## src/rtl/bcd_pkg.sv

```systemverilog
// bcd_pkg: shared BCD digit type, digit limit and subtractor FSM states
package bcd_pkg;
    typedef logic [3:0] bcd_digit_t;
    localparam bcd_digit_t BCD_MAX = 4'd9;
    typedef enum logic [2:0] {IDLE, CHECK, ONES, TENS, DONE} state_t;
endpackage

```

## src/rtl/bcd_2d_sub_if.sv

```systemverilog
// bcd_2d_sub_if: operand request and result bundle for the two-digit BCD subtractor
interface bcd_2d_sub_if;
    import bcd_pkg::*;
    logic       start;
    bcd_digit_t a_ones;
    bcd_digit_t a_tens;
    bcd_digit_t b_ones;
    bcd_digit_t b_tens;
    logic       busy;
    logic       done;
    logic       neg;
    logic       err;
    bcd_digit_t tens;
    bcd_digit_t ones;
    modport master (output start, a_ones, a_tens, b_ones, b_tens,
                    input  busy, done, neg, err, tens, ones);
    modport slave  (input  start, a_ones, a_tens, b_ones, b_tens,
                    output busy, done, neg, err, tens, ones);
endinterface

```

## src/rtl/bcd_digit_sub.sv

```systemverilog
// bcd_digit_sub: one decimal digit of a - b - borrow_in with ten's-complement wrap
module bcd_digit_sub
    import bcd_pkg::*;
(
    input  bcd_digit_t a,
    input  bcd_digit_t b,
    input  logic       borrow_in,
    output bcd_digit_t diff,
    output logic       borrow_out
);
    logic [4:0] d;
    always_comb begin
        d          = {1'b0, a} - {1'b0, b} - {4'b0, borrow_in};
        borrow_out = d[4];
        diff       = d[4] ? d[3:0] + 4'd10 : d[3:0];
    end
endmodule

```

## src/rtl/bcd_2d_sub.sv

```systemverilog
// bcd_2d_sub: sequential |A - B| on two BCD digits with sign and error flags
module bcd_2d_sub
    import bcd_pkg::*;
(
    input  logic       clk,
    input  logic       rst_n,
    bcd_2d_sub_if.slave s
);
    state_t     state_q, state_d;
    bcd_digit_t a_o_q, a_o_d, a_t_q, a_t_d, b_o_q, b_o_d, b_t_q, b_t_d;
    bcd_digit_t r_ones_q, r_ones_d, tens_q, tens_d, ones_q, ones_d;
    logic       borrow_q, borrow_d, neg_w_q, neg_w_d, neg_q, neg_d, err_q, err_d;
    logic [1:0] hold_q, hold_d;
    bcd_digit_t sa, sb, diff;
    logic       bout, bad, lt;

    // single digit subtractor shared between the ONES and TENS steps
    assign sa = (state_q == TENS) ? a_t_q : a_o_q;
    assign sb = (state_q == TENS) ? b_t_q : b_o_q;
    bcd_digit_sub u_sub (.a(sa), .b(sb), .borrow_in(borrow_q), .diff(diff), .borrow_out(bout));

    assign bad = (a_o_q > BCD_MAX) || (a_t_q > BCD_MAX) || (b_o_q > BCD_MAX) || (b_t_q > BCD_MAX);
    assign lt  = {a_t_q, a_o_q} < {b_t_q, b_o_q};

    always_comb begin
        state_d  = state_q;
        a_o_d    = a_o_q;
        a_t_d    = a_t_q;
        b_o_d    = b_o_q;
        b_t_d    = b_t_q;
        r_ones_d = r_ones_q;
        tens_d   = tens_q;
        ones_d   = ones_q;
        borrow_d = borrow_q;
        neg_w_d  = neg_w_q;
        neg_d    = neg_q;
        err_d    = err_q;
        hold_d   = hold_q;
        case (state_q)
            IDLE: if (s.start) begin
                a_o_d   = s.a_ones;
                a_t_d   = s.a_tens;
                b_o_d   = s.b_ones;
                b_t_d   = s.b_tens;
                hold_d  = 2'd0;
                state_d = CHECK;
            end
            CHECK: if (bad) begin
                // idle in CHECK so the error result lands on the same cycle as a normal one
                hold_d = hold_q + 2'd1;
                if (hold_q == 2'd2) begin
                    err_d   = 1'b1;
                    neg_d   = 1'b0;
                    tens_d  = 4'd0;
                    ones_d  = 4'd0;
                    state_d = DONE;
                end
            end else begin
                a_o_d    = lt ? b_o_q : a_o_q;
                a_t_d    = lt ? b_t_q : a_t_q;
                b_o_d    = lt ? a_o_q : b_o_q;
                b_t_d    = lt ? a_t_q : b_t_q;
                neg_w_d  = lt;
                borrow_d = 1'b0;
                state_d  = ONES;
            end
            ONES: begin
                r_ones_d = diff;
                borrow_d = bout;
                state_d  = TENS;
            end
            TENS: begin
                tens_d  = diff;
                ones_d  = r_ones_q;
                neg_d   = neg_w_q;
                err_d   = 1'b0;
                state_d = DONE;
            end
            DONE:    state_d = IDLE;
            default: state_d = IDLE;
        endcase
    end

    always_ff @(posedge clk or negedge rst_n) begin
        if (!rst_n) begin
            state_q  <= IDLE;
            a_o_q    <= '0;
            a_t_q    <= '0;
            b_o_q    <= '0;
            b_t_q    <= '0;
            r_ones_q <= '0;
            tens_q   <= '0;
            ones_q   <= '0;
            borrow_q <= 1'b0;
            neg_w_q  <= 1'b0;
            neg_q    <= 1'b0;
            err_q    <= 1'b0;
            hold_q   <= 2'd0;
        end else begin
            state_q  <= state_d;
            a_o_q    <= a_o_d;
            a_t_q    <= a_t_d;
            b_o_q    <= b_o_d;
            b_t_q    <= b_t_d;
            r_ones_q <= r_ones_d;
            tens_q   <= tens_d;
            ones_q   <= ones_d;
            borrow_q <= borrow_d;
            neg_w_q  <= neg_w_d;
            neg_q    <= neg_d;
            err_q    <= err_d;
            hold_q   <= hold_d;
        end
    end

    assign s.busy = state_q != IDLE;
    assign s.done = state_q == DONE;
    assign s.neg  = neg_q;
    assign s.err  = err_q;
    assign s.tens = tens_q;
    assign s.ones = ones_q;
endmodule

```

## src/flat_wrapper.sv

```systemverilog
// flat-port wrapper written by rule: the top's interface ports become plain ports
module bcd_2d_sub_flat import bcd_pkg::*;
  (clk, rst_n, s_start, s_a_ones, s_a_tens, s_b_ones, s_b_tens, s_busy, s_done, s_neg, s_err, s_tens, s_ones);
  bcd_2d_sub_if s_i ();
  input  logic clk;
  input  logic rst_n;
  input wire logic [$bits(s_i.start)-1:0] s_start;
  input wire logic [$bits(s_i.a_ones)-1:0] s_a_ones;
  input wire logic [$bits(s_i.a_tens)-1:0] s_a_tens;
  input wire logic [$bits(s_i.b_ones)-1:0] s_b_ones;
  input wire logic [$bits(s_i.b_tens)-1:0] s_b_tens;
  output wire logic [$bits(s_i.busy)-1:0] s_busy;
  output wire logic [$bits(s_i.done)-1:0] s_done;
  output wire logic [$bits(s_i.neg)-1:0] s_neg;
  output wire logic [$bits(s_i.err)-1:0] s_err;
  output wire logic [$bits(s_i.tens)-1:0] s_tens;
  output wire logic [$bits(s_i.ones)-1:0] s_ones;
  assign s_i.start = s_start;
  assign s_i.a_ones = s_a_ones;
  assign s_i.a_tens = s_a_tens;
  assign s_i.b_ones = s_b_ones;
  assign s_i.b_tens = s_b_tens;
  assign s_busy = s_i.busy;
  assign s_done = s_i.done;
  assign s_neg = s_i.neg;
  assign s_err = s_i.err;
  assign s_tens = s_i.tens;
  assign s_ones = s_i.ones;
  bcd_2d_sub u_core (.clk(clk), .rst_n(rst_n), .s(s_i));
endmodule
```

## config.mk

```make
export PLATFORM = sky130hd
export DESIGN_NAME = bcd_2d_sub_flat
export DESIGN_NICKNAME = d
export VERILOG_FILES = /design/src/rtl/bcd_pkg.sv /design/src/rtl/bcd_2d_sub_if.sv /design/src/rtl/bcd_digit_sub.sv /design/src/rtl/bcd_2d_sub.sv /design/src/flat_wrapper.sv
export SDC_FILE = /design/constraint.sdc
export NUM_CORES = 1
export LEC_CHECK = 0
export CORE_MARGIN = 2
export CORE_UTILIZATION = 54
export DETAILED_ROUTE_END_ITERATION = 6
export PLACE_DENSITY = 0.85
export SLEW_MARGIN = 10
export SYNTH_ARGS = -nofsm -noshare
export SYNTH_HDL_FRONTEND = slang
export SYNTH_SLANG_ARGS = --single-unit
```

## constraint.sdc

```tcl
create_clock -name clk -period 4.31 [get_ports clk]
set_input_delay 0.862 -clock clk [delete_from_list [all_inputs] [get_ports clk]]
set_output_delay 0.862 -clock clk [all_outputs]
set_load 0.03 [all_outputs]
```

==> impl_metrics.ini <==
[logic_synthesis]
muxShareOfSynthArea_pct = 3.15
yosysWarningCount = 0
avgSynthCellArea_um2 = 10.7
synth_flop_cell = dfrtp_1
synth-async-reset-ratio_pct = 100
synthAdderAreaFrac_pct = 9.61
synthXorXnorAreaFrac_pct = 1.90
synth_top_family_by_area = compound AO/OA/AOI/OAI gates
synth_edf_count = 0
synth-simple-area-share_pct = 9.02
ys_ff_latch = 37
synth_cells = 197
synth_cell_types = 37
syn-num-nets = 231
syn_area_um2 = 2110
synth_compound_area_share_pct = 27.6
synth_seq_area_share_pct = 43.9

[grt]
grt_max_degree = 38
antenna_found_initial = 0
grt-ovfl-total = 0
grt_pass1_vias = 1724
grt_pass1_wl_mm = 8.09
track_usage_pct = 24.3

[sta]
rsz0062_at_grt = no
finalHoldViolCount = 0
worst_pin_slew_ns = 0.833
min_period_ns = 3.21
setup_ws_ns = 1.10
setup_viol = 0
drv_slew = 0
slew_headroom_pct = 44.5
fin_crit_sh_pct = 74.4
finClkSkew_ns = 0.00364
tns_ns = 0
fmaxAchievable_mhz = 312

[drt]
wirelength_mm = 4.44
first_pass_iters = 4
first_iter_violations = 151
via_per_inst = 6.08
wl_per_cell_um = 16.3
via_count = 1659
drc_errors = 0
ant_nets = 0

[power_and_ir_drop]
vdd_ir_drop_max_v = 0.000426
total_leakage_power_uw = 0.00112
power.total_uw = 2320
powerDensity_nw_per_um2 = 905

[die]
core-area_um2 = 3720
dieArea_um2 = 4420
row_count = 22
start_util_pct = 56.7
die_h_um = 66.5
fp.dieW_um = 66.5
ioPinCount = 31

[placement]
dp_slack_ns = 1.10
hpwl_mm = 3.04
place.gp.congestion = 0.811
dpl-instance-area_um2 = 2430
io_buffers = 30

[worst_setup_path]
worstRegToRegCells = 10
worstPathRequired_ns = 4.49
critPathCapture = u_core.r_ones_q[3]$_DFFE_PN0P_
timing.rr.end = u_core.r_ones_q[3]$_DFFE_PN0P_
crit_type = register to register
end_kind = register
cp-start-kind = register
cp_max_fo = 13
crit_arrival_ns = 3.39
r2r_setup_slack_ns = 1.10
r2r-start = u_core.state_q[0]$_DFFE_PN0P_
cp-startpoint = u_core.state_q[0]$_DFFE_PN0P_

[clock_tree]
cts_buffers = 5
cts_tree = yes
htreeDepth = 2
cts.clk_slew.worst_paths_ns = 0.07
clock-sinks = 37
cts.path.max_buffers = 2
cts_root_buffer = clkbuf_8
hold_buffers = 0
post_cts_resized = 0
insertion_delay_ns = 0.29
postCtsSetupRepairBufs = 0

[status]
status = complete, no violations

[layout]
drive_gt1_share_pct = 8.00
finalNetCount = 258
final_common_cell = dfrtp_1
stdcell_area_um2 = 2560
fin_util_pct = 68.9
syn_to_final_growth_pct = 21.4
nFillCells = 309
final_cell_mix = dfrtp_1 (37), o22a_1 (32), clkdlybuf4s50_1 (29)
diodes = 0

[min_path]
hold_path.class = register to register
min_delay_path_depth = 2

[flow_run]
drv_cap = 0
==> area by class of cell <==
cell class                 count  area, um^2  area share, %
inverter                      15        56.3           2.20
tap                           48        60.1           2.35
timing repair buffer          31         303           11.8
sequential                    37         926           36.2
clock inverter                 3        65.1           2.54
clock buffer                   5        68.8           2.69
multi-input combinational    134        1080           42.2
==> cells in the mapped netlist, drive strengths merged, types with 3 or more instances <==
cell     instances  area (um^2)
a21oi            8         51.3
dfrtp           37          926
o22a            32          280
nand2           13         48.8
nand2b           5         31.3
mux2i            4         40.0
clkbuf           7         26.3
and2             4         25.0
ha              13          163
a22o             8         70.1
inv             15         56.3
buf              4         18.8
o21ai           17         85.1
o2bb2ai          3         26.3
==> flip-flops by register name (all words and copies together), names as in the netlist <==
register         cells
u_core.a_o_q         4
u_core.a_t_q         4
u_core.b_o_q         4
u_core.b_t_q         4
u_core.borrow_q      1
u_core.hold_q        2
u_core.neg_w_q       1
u_core.r_ones_q      4
u_core.s.err         1
u_core.s.neg         1
u_core.s.ones        4
u_core.s.tens        4
u_core.state_q       3
==> logic make-up (layout without fill, tap and decap cells) <==
logic type / count (synthesis) / count (layout)
fa+ha+maj: 15 / 15
xor+xnor: 3 / 3
flops: 37 / 37
mux: 6 / 6
buf+inv: 26 / 54
compound gates: 76 / 76
simple gates: 34 / 34
==> worst min path at each step <==
stage / slack (ns) / from / to
floorplan: 0.45 / u_core.neg_w_q$_DFFE_PN0P_ / u_core.neg_w_q$_DFFE_PN0P_
global placement: 0.46 / u_core.r_ones_q[1]$_DFFE_PN0P_ / u_core.r_ones_q[1]$_DFFE_PN0P_
detailed placement: 0.48 / u_core.r_ones_q[2]$_DFFE_PN0P_ / u_core.r_ones_q[2]$_DFFE_PN0P_
CTS: 0.50 / u_core.r_ones_q[2]$_DFFE_PN0P_ / u_core.r_ones_q[2]$_DFFE_PN0P_
global route: 0.52 / u_core.s.tens[0]$_DFFE_PN0P_ / u_core.s.tens[0]$_DFFE_PN0P_
finish: 0.49 / u_core.r_ones_q[0]$_DFFE_PN0P_ / u_core.r_ones_q[0]$_DFFE_PN0P_
==> metrics by stage <==
step	hold WS [ns]	std cells
after floorplan	0.449	197
after global placement	0.462	265
after detailed placement	0.479	265
after CTS	0.496	273
after global routing	0.523	273
final	0.492	273
==> metal layers <==
layer	track usage [%]	share of wire [%]	up-vias
li1	-	-	787
met1	30.7	46	827
met2	41.8	49	40
met3	5.57	3.8	5
met4	6.38	1.1	0
met5	0	0	-
==> where the power goes <==
group          total (uW)  switching (uW)  internal, uW
clock network         356             126           230
logic                1320             684           639
registers             638             152           486
==> critical path: stages, from the launching register on <==
cell	delay [ns]
dfrtp_1	0.54
nand3b_1	0.35
o21ai_0	0.35
fa_1	0.22
inv_1	0.06
fa_1	0.41
nand2b_1	0.18
a211o_1	0.31
a21oi_1	0.18
xnor3_1	0.25
mux2_2	0.26
No activity file was read; power rests on OpenSTA's default activity.
